==> config.mk <==
export PLATFORM = sky130hd
export DESIGN_NAME = pick_voq
export DESIGN_NICKNAME = d
export VERILOG_FILES = /design/src/rtl/pick_voq.sv
export SDC_FILE = /design/constraint.sdc
export NUM_CORES = 1
export LEC_CHECK = 0
export BUFFER_PORTS_ARGS = -buffer_cell sky130_fd_sc_hd__buf_2
export CAP_MARGIN = 10
export CORE_AREA = 2 2 39 41
export DETAILED_ROUTE_END_ITERATION = 6
export DIE_AREA = 0 0 41 43
export PLACE_DENSITY_LB_ADDON = 0.1
export SYNTH_ARGS = -nofsm -noshare
export SYNTH_HDL_FRONTEND = slang
export SYNTH_SLANG_ARGS = --single-unit
==> constraint.sdc <==
create_clock -name vclk -period 2.7
set_input_delay 0.81 -clock vclk [all_inputs]
set_output_delay 0.81 -clock vclk [all_outputs]
set_load 0.02 [all_outputs]
==> src/rtl/pick_voq.sv <==
// pick_voq: round-robin VOQ selector for one ingress port of the crossbar
// scheduler. Returns the first VOQ that is non-empty and whose egress is not
// yet claimed, searching circularly from start_voq_num.
//
// Ports:
//   clk, reset        clock / synchronous active-high reset (registered build only)
//   start_voq_num     highest-priority VOQ index for this search
//   voq_empty         bit k = 1: VOQ k holds no packet
//   voq_picked        bit k = 1: egress k already taken this pass
//   no_available_voq  1 when no VOQ is eligible
//   voq_to_pick       selected VOQ index (start_voq_num when none eligible)
//
// Configuration macro: PICK_VOQ_REG_OUT_EN
//   defined   -> outputs registered, 1-cycle latency, reset values 1 / 0
//   undefined -> purely combinational, clk and reset ignored
module pick_voq #(
  parameter int unsigned  NUM_VOQ = 4,
  localparam int unsigned IDX_W   = $clog2(NUM_VOQ)
) (
  input  logic               clk,
  input  logic               reset,
  input  logic [IDX_W-1:0]   start_voq_num,
  input  logic [NUM_VOQ-1:0] voq_empty,
  input  logic [NUM_VOQ-1:0] voq_picked,
  output logic               no_available_voq,
  output logic [IDX_W-1:0]   voq_to_pick
);

  logic [NUM_VOQ-1:0] eligible_c;
  logic [NUM_VOQ-1:0] rotated_c;
  logic [IDX_W-1:0]   offset_c;
  logic [IDX_W-1:0]   pick_c;
  logic               none_c;

  // Rotate eligibility right by the start pointer so bit 0 is the top priority.
  always_comb begin
    logic [IDX_W-1:0] src;
    src        = '0;
    eligible_c = ~voq_empty & ~voq_picked;
    rotated_c  = '0;
    for (int i = 0; i < NUM_VOQ; i++) begin
      src          = IDX_W'(i) + start_voq_num;  // wraps by truncation
      rotated_c[i] = eligible_c[src];
    end
  end

  // Lowest set bit of the rotated vector; scanning downward leaves the lowest.
  always_comb begin
    offset_c = '0;
    for (int i = NUM_VOQ - 1; i >= 0; i--) begin
      if (rotated_c[i]) offset_c = IDX_W'(i);
    end
  end

  // Offset is zero when nothing is eligible, so the pick falls back to start.
  always_comb begin
    none_c = ~|eligible_c;
    pick_c = start_voq_num + offset_c;
  end

`ifdef PICK_VOQ_REG_OUT_EN
  // Output register stage; reset wins over the input sample.
  always_ff @(posedge clk) begin
    if (reset) begin
      no_available_voq <= 1'b1;
      voq_to_pick      <= '0;
    end else begin
      no_available_voq <= none_c;
      voq_to_pick      <= pick_c;
    end
  end
`else
  // Combinational build: clock and reset are intentionally unused.
  logic unused_clk_reset;
  assign unused_clk_reset = clk ^ reset;

  assign no_available_voq = none_c;
  assign voq_to_pick      = pick_c;
`endif

endmodule

==> metrics, run 1 <==
period utilization 103%; Final Max Tran Viols 0; Die W between 40 and 50 um; netlist area before placement ~180 um^2; placed insts 71; Core ar. 1380 um^2; # hold bufs at CTS 0; IO Count 15; P&R area growth vs syn 131%; f_max between 300 and 400 MHz; FILL cells 160; initial antenna violation count 0; Critical Path End Type output pin; Peak VDD IR 0.0792 mV; CP arrival 1.97 ns; static leakage 0.201 nW; relative slew slack 84.1%; first-pass GRT wire length 1210 um; min setup slack post-route -0.0805 ns; FF+latch count 0; largest net degree at the start of global routing 6; total track usage under 10%; Tmin final between 2 and 3 ns; Final Setup Violations 2; diode count 0; failing checks setup timing; PD cells approximately 210 nW/um^2; Storage cell area 0 um^2; Layout Cells excl Fill between 70 and 80; Fin Setup TNS -0.106 ns; top-count cell post-synth o22ai_1; Post-DRT Antenna Nets 0; post-DR wirelength/cell roughly 11 um; vias in the first global route about 300; Yosys cell types 19; Hold Path End no_available_voq; crit path launch type input pin; RSZ-0062 raised after global routing yes; CP required 1.89 ns; Initial Util between 10% and 20%; vias per inst 4.52; Worst Path Max Fanout 3; worst min-delay path startpoint voq_empty[1]; share of post-route cells with drive strength above 1 roughly 62%; outcome finished with violations; Worst Hold Depth 5; Final GP Congestion around 0.70; die area roughly 1800 um^2; number of DRC markers in iteration 0 1; clkbuf count 0; Hold Path Class in -> out; top post-synthesis cells by count 5 x o22ai_1, 3 x a21oi_1, 3 x nor2_1; top area cells in the synthesized netlist o22ai_1 17%, o22a_1 9.6%, a21oi_1 8.2%; Vias around 320; number of detailed-route iterations in the first pass 2; # DRC 0; synthesized area per cell between 6 and 7 um^2; postcts setup bufs 0; yosys warns 0; largest area contributor in the netlist o22ai_1; Die H 43 um; Synth Instances 29; Total Routed Length 747 um; DPL Wire Length 647 um; crit path kind in -> out; final hold vios 0; GR Overflow Total 0; Post-Syn Nets 42; Rows 14; post-synth top area share 17.1%; MaxCap Viol Count 0; final net count 70; final total power around 0.090 mW; Seq/Total Area, Yosys 0%; worst slew pin tran 0.237 ns; Port Buf Inserts 13
layer usage:
| metal | global-route usage [%] | wire (um) | vias to the layer above |
|---|---|---|---|
| met2 | 17.2 | 353 | 8 |
| met4 | 0 | 0 | 0 |
| met5 | 0 | 0 | - |
| met1 | 11.4 | 336 | 143 |
| met3 | 1.05 | 56 | 0 |
| li1 | - | - | 170 |
repair_timing:
action | in CTS | in global routing
pin swaps | 0 | 0
setup endpoints to repair | 2 | 2
gates resized for setup | 7 | 5
worst max-delay path, cell delays in order:
cell and delay [ns]:
buf_6 0.10, or2_4 0.25, nor3_2 0.10, a31oi_1 0.05, o211ai_1 0.17, ha_2 0.22, xnor2_2 0.11, buf_4 0.15
placed cells by master (no fill, tap or decap), types with 2 or more instances in the layout:
cell	synthesis	routed
buf_6	0	3
buf_2	0	9
o22a_1	2	2
o22ai_2	0	2
buf_4	0	15
a21oi_1	3	3
o21ai_0	2	2
nor2_1	3	2
o22ai_1	5	3
stage by stage:
stage / setup WS [ns] / util, % / hold WS, ns / cell area, um^2
after floorplan: 0.00612 / - / 1.83 / 183
after global placement: -0.159 / 26.6 / 2.15 / 368
after detailed placement: -0.163 / 26.6 / 2.14 / 368
after CTS: -0.105 / 29.0 / 2.13 / 402
after global routing: -0.193 / 30.5 / 2.18 / 422
final: -0.0805 / 30.5 / 2.14 / 422
worst max-delay path by stage:
stage | from | to | slack, ns | depth (start not counted)
6_report | voq_picked[1] | voq_to_pick[1] | -0.08 | 8
5_1_grt | voq_picked[1] | voq_to_pick[1] | -0.19 | 8
4_1_cts | voq_picked[1] | voq_to_pick[1] | -0.10 | 8
3_5_place_dp | voq_picked[1] | voq_to_pick[1] | -0.16 | 8
3_3_place_gp | voq_picked[1] | voq_to_pick[1] | -0.16 | 8
2_1_floorplan | voq_picked[1] | voq_to_pick[1] | 0.006 | 6
cell type report:
class / count / area, um^2 / area share (%)
tap: 16 / 20.0 / 4.75
inverter: 1 / 3.75 / 0.890
timing repair buffer: 27 / 191 / 45.4
multi-input combinational: 27 / 206 / 49.0
power by group:
part	switching, mW	internal, mW	leakage, nW
sequential	0	0	0
combinational	0.0405	0.0491	0.201
clock	0	0	0
total	0.0405	0.0491	0.201
kinds of logic (layout without fill, tap and decap cells):
group,after synthesis,count (layout),share of synthesized area (%)
simple gates,8,8,23.3
xor+xnor,1,1,4.80
buf+inv,2,28,4.79
compound gates,17,17,60.3
fa+ha+maj,1,1,6.85
(Power assumes the default switching activity.)
==> run 2: changes to the inputs <==
--- a/config.mk
+++ b/config.mk
@@ -11,6 +11,7 @@
 export DETAILED_ROUTE_END_ITERATION = 6
 export DIE_AREA = 0 0 41 43
 export PLACE_DENSITY_LB_ADDON = 0.1
+export SETUP_SLACK_MARGIN = 0.4
 export SYNTH_ARGS = -nofsm -noshare
 export SYNTH_HDL_FRONTEND = slang
 export SYNTH_SLANG_ARGS = --single-unit
==> constraint.sdc (replaced) <==
create_clock -name vclk -period 3
set_input_delay 0.45 -clock vclk [all_inputs]
set_output_delay 0.45 -clock vclk [all_outputs]
set_load 0.02 [all_outputs]
==> metrics, run 2 (synthesized netlist as in run 1, its figures left out) <==
final total power 0.0511 mW (was 0.0896 mW); Final GP Congestion 0.677 (was 0.704); Port Buf Inserts 13 (unchanged); crit path from voq_picked[1] (unchanged); placed insts 57 (was 71); first-pass GRT wire length 938 um (was 1210 um); worst slew pin tran 0.246 ns (was 0.237 ns); commonest cells after routing, fill and taps aside 13 x buf_2, 5 x o22ai_1, 3 x nor2_1, 3 x a21oi_1 (was 15 x buf_4, 9 x buf_2, 3 x a21oi_1, 3 x o22ai_1, 3 x buf_6); final net count 56 (was 70); Fin Setup TNS 0 ns (was -0.106 ns); cell family with most CP delay simple AND/OR/NAND/NOR gates (unchanged); Critical-path top delay cell or2_1 (was or2_4); # hold bufs at CTS 0 (unchanged); PD cells 195 nW/um^2 (was 212 nW/um^2); period utilization about 72%; CP required 2.55 ns (was 1.89 ns); most common cell after layout, fill and taps aside buf_2 (was buf_4); relative slew slack 83.6% (was 84.1%); initial antenna violation count 0 (unchanged); met1 wire length 241 um (was 336 um); postcts setup bufs 0 (unchanged); RSZ-0062 raised after global routing no (was yes); MaxCap Viol Count 0 (unchanged); Final Setup Violations 0 (was 2); crit path kind in -> out (unchanged); number of detailed-route iterations in the first pass 4 (was 2); slowest stage delay, CP 0.24 ns (was 0.25 ns); sw frac 57.9% (was 45.2%); Hold Path Class in -> out (unchanged); f_max ~470 MHz; final hold vios 0 (unchanged); cell mode on critical path buf_2; Layout Cells excl Fill 57 (was 71); P&R area growth vs syn 43.8% (was 131%); met3 wire len 63 um (was 56 um); static leakage 0.114 nW (was 0.201 nW); Post-DRT Antenna Nets 0 (unchanged); Peak VDD IR 0.0494 mV (was 0.0792 mV); clkbuf count 0 (unchanged); Initial Util 13.2% (unchanged); Worst Path Max Fanout 5 (was 3); Storage cell area 0 um^2 (unchanged); post-DR wirelength/cell 9.61 um (was 10.5 um); Logic pwr share 100.0% (about the same); critical path cell sequence buf_2 > or2_1 > nor3_1 > a31oi_1 > o211ai_1 > ha_1 > xnor2_1 > buf_2 (was buf_6 > or2_4 > nor3_2 > a31oi_1 > o211ai_1 > ha_2 > xnor2_2 > buf_4); # DRC 0 (unchanged); Die W 41 um (unchanged); Tmin final between 2 and 2.5 ns; IO Count 15 (unchanged); Critical Path End Type output pin (unchanged); Buf/Inv on CP 2 (unchanged); Switching Power 0.0296 mW (was 0.0405 mW); post-layout util 19.0% (was 30.5%); Core ar. 1380 um^2 (unchanged); Die H 43 um (unchanged); Pint 0.0215 mW (was 0.0491 mW); worst min-delay path startpoint start_voq_num[0] (was voq_empty[1]); Total Routed Length 548 um (was 747 um); GR Overflow Total 0 (unchanged); CP arrival 1.70 ns (was 1.97 ns); crit path launch type input pin (unchanged); Rows 14 (unchanged); Vias 265 (was 321); max layer used met3 (unchanged); diode count 0 (unchanged); outcome finished clean (was finished with violations); share of post-route cells with drive strength above 1 31.7% (was 61.8%); post-cts sizing count 0 (was 7); FILL cells 165 (was 160); vias in the first global route 236 (was 308); total track usage 6.99% (was 9.29%); vias per inst 4.65 (was 4.52); Final Max Tran Viols 0 (unchanged); Clk pwr share 0% (about the same); largest net degree at the start of global routing 10 (was 6); FF+latch count 0 (unchanged); number of DRC markers in iteration 0 6 (was 1); Flop pwr share 0% (about the same); die area 1760 um^2 (unchanged); Met2 Wirelength 243 um (was 353 um)
-- run 2: cell types whose count changed in the layout (fill, tap and decap cells not counted), moves of 2 or more --
| cell | previous run | this run |
|---|---|---|
| buf_6 | 3 | 0 |
| o22ai_1 | 3 | 5 |
| buf_4 | 15 | 0 |
| buf_2 | 9 | 13 |
| o22ai_2 | 2 | 0 |
-- run 2: path summary, 6_finish.rpt --
kind | end | cells after the start
setup / recovery | voq_to_pick[1] | 8
hold / removal | voq_to_pick[0] | 3
-- run 2: per-stage QoR --
step           setup WS, ns  area [um^2]  hold WS, ns
6_report              0.852          263         1.36
5_1_grt               0.720          263         1.41
4_1_cts               0.849          263         1.36
3_5_place_dp          0.859          263         1.36
3_3_place_gp          0.850          263         1.36
2_1_floorplan          1.03          183         1.11
-- run 2: power by group through the flow --
stage | combinational, mW | clock [mW] | sequential [mW]
after floorplan | 0.0324 | 0 | 0
after global placement | 0.0520 | 0 | 0
after detailed placement | 0.0513 | 0 | 0
after CTS | 0.0517 | 0 | 0
after global routing | 0.0581 | 0 | 0
final | 0.0511 | 0 | 0
-- run 2: area by class of cell --
class	instances	area, um^2	share of cell area, %
tap	16	20.0	7.62
timing repair buffer	13	65.1	24.8
inverter	1	3.75	1.43
multi-input combinational	27	174	66.2
-- run 2: tightest hold or removal path: cells and delay by family --
family     cells  cell delay (ns)
fa+ha+maj      1             0.14
buf+inv        2             0.31
-- run 2: metal layers --
metal	vias up	GRT usage, %
met4	0	0
met1	110	10.1
met3	0	0
met5	-	0
met2	12	11.9
li1	143	-
==> run 3: changes to the inputs <==
==> constraint.sdc (replaced) <==
create_clock -name vclk -period 2
set_input_delay 0.3 -clock vclk [all_inputs]
set_output_delay 0.3 -clock vclk [all_outputs]
set_load 0.02 [all_outputs]
==> metrics, run 3 (synthesized netlist as in run 1, its figures left out) <==
worst min-delay path startpoint voq_picked[1] (was start_voq_num[0]); Worst Path Max Fanout 3 (was 5); P&R area growth vs syn 82.2% (was 43.8%); Flop pwr share 0% (about the same); CP required 1.70 ns (was 2.55 ns); GR Overflow Total 0 (unchanged); Hold Path End no_available_voq (was voq_to_pick[0]); number of detailed-route iterations in the first pass 4 (unchanged); crit path kind in -> out (unchanged); PD cells 305 nW/um^2 (was 195 nW/um^2); Initial Util 13.2% (unchanged); Storage cell area 0 um^2 (unchanged); Die H 43 um (unchanged); Switching Power 0.0509 mW (was 0.0296 mW); initial antenna violation count 0 (unchanged); slowest stage delay, CP 0.24 ns (about the same); vias in the first global route 258 (was 236); final hold vios 0 (unchanged); MaxCap Viol Count 0 (unchanged); Hold Path Class in -> out (unchanged); Peak VDD IR 0.0542 mV (was 0.0494 mV); Critical Path End Type output pin (unchanged); largest net degree at the start of global routing 10 (unchanged); # DRC 0 (unchanged); cell family with most CP delay simple AND/OR/NAND/NOR gates (unchanged); total track usage 7.90% (was 6.99%); Tmin final approximately 1.8 ns; clkbuf count 0 (unchanged); post-DR wirelength/cell 11.2 um (was 9.61 um); Vias 283 (was 265); crit path from voq_picked[1] (unchanged); first-pass GRT wire length 1040 um (was 938 um); Pint 0.0505 mW (was 0.0215 mW); Total Routed Length 652 um (was 548 um); Fin Setup TNS 0 ns (unchanged); Rows 14 (unchanged); relative slew slack 83.2% (was 83.6%); f_max about 560 MHz; Logic pwr share 100.0% (about the same); sw frac 50.2% (was 57.9%); critical path cell sequence buf_8 > or2_4 > nor3_2 > a31oi_1 > o211ai_1 > ha_2 > xnor2_2 > buf_4 (was buf_2 > or2_1 > nor3_1 > a31oi_1 > o211ai_1 > ha_1 > xnor2_1 > buf_2); commonest cells after routing, fill and taps aside 9 x buf_2, 3 x a21oi_1, 3 x o22ai_1 (was 13 x buf_2, 5 x o22ai_1, 3 x nor2_1, 3 x a21oi_1); number of DRC markers in iteration 0 4 (was 6); diode count 0 (unchanged); share of post-route cells with drive strength above 1 52.4% (was 31.7%); worst slew pin tran 0.253 ns (was 0.246 ns); Buf/Inv on CP 2 (unchanged); outcome finished clean (unchanged); Die W 41 um (unchanged); Final Setup Violations 0 (unchanged); static leakage 0.141 nW (was 0.114 nW); crit path launch type input pin (unchanged); RSZ-0062 raised after global routing yes (was no); Clk pwr share 0% (about the same); Worst Hold Depth 4 (was 3); Final Max Tran Viols 0 (unchanged); IO Count 15 (unchanged); period utilization roughly nine tenths; Core ar. 1380 um^2 (unchanged); vias per inst 4.88 (was 4.65); FF+latch count 0 (unchanged); most common cell after layout, fill and taps aside buf_2 (unchanged); final net count 57 (was 56); Final GP Congestion 0.781 (was 0.677); CP arrival 1.48 ns (was 1.70 ns); Critical Path Stages 8 (unchanged); die area 1760 um^2 (unchanged); Post-DRT Antenna Nets 0 (unchanged); worst hold slack 1.01 ns (was 1.36 ns); Port Buf Inserts 13 (unchanged); Critical-path top delay cell or2_4 (was or2_1)
## run 3: cell types whose count changed in the layout (fill, tap and decap cells not counted), sizes merged
cell | before | now
buf | 13 | 14
## run 3: final cells by class
type	count	area (um^2)
timing repair buffer	14	97.6
inverter	1	3.75
multi-input combinational	27	211
fill	164	1050
tap	16	20.0
## run 3: what timing repair did
item                                    in CTS  in global routing
setup buffers                                1                  0
hold buffers                                 0                  0
endpoints found under the setup margin       2                  2
resized for setup                            9                  6
pin swaps                                    1                  2
## run 3: how the worst max path moves through the flow
| stage | endpoint | slack (ns) |
|---|---|---|
| floorplan | voq_to_pick[1] | 0.42 |
| global placement | voq_to_pick[1] | 0.14 |
| detailed placement | voq_to_pick[1] | 0.14 |
| CTS | voq_to_pick[1] | 0.19 |
| global route | voq_to_pick[1] | 0.09 |
| finish | voq_to_pick[1] | 0.22 |
## run 3: worst min-delay path, cell delays in order
cell and delay (ns):
buf_8 0.08, o22ai_2 0.09, nor2_1 0.08, buf_2 0.16
## run 3: metal layers
| layer | wire (um) | vias up | GRT usage [%] |
|---|---|---|---|
| met4 | 0 | 0 | 0 |
| li1 | - | 146 | - |
| met3 | 24 | 0 | 0 |
| met1 | 301 | 132 | 12.4 |
| met2 | 326 | 5 | 12.5 |
| met5 | 0 | - | 0 |
## run 3: power by group through the flow
stage / Combinational [mW] / Clock, mW / Sequential, mW
global placement: 0.0813 / 0 / 0
detailed placement: 0.0823 / 0 / 0
global route: 0.112 / 0 / 0
CTS: 0.0964 / 0 / 0
floorplan: 0.0528 / 0 / 0
finish: 0.101 / 0 / 0
## run 3: through the flow
step	util, %	setup WS (ns)	cells	total power [mW]	cell area (um^2)
2_1_floorplan	-	0.421	29	0.0528	190
3_3_place_gp	19.5	0.139	57	0.0813	270
3_5_place_dp	19.5	0.136	57	0.0823	270
4_1_cts	22.1	0.190	58	0.0964	305
5_1_grt	24.1	0.0947	58	0.112	333
6_report	24.1	0.222	58	0.101	333
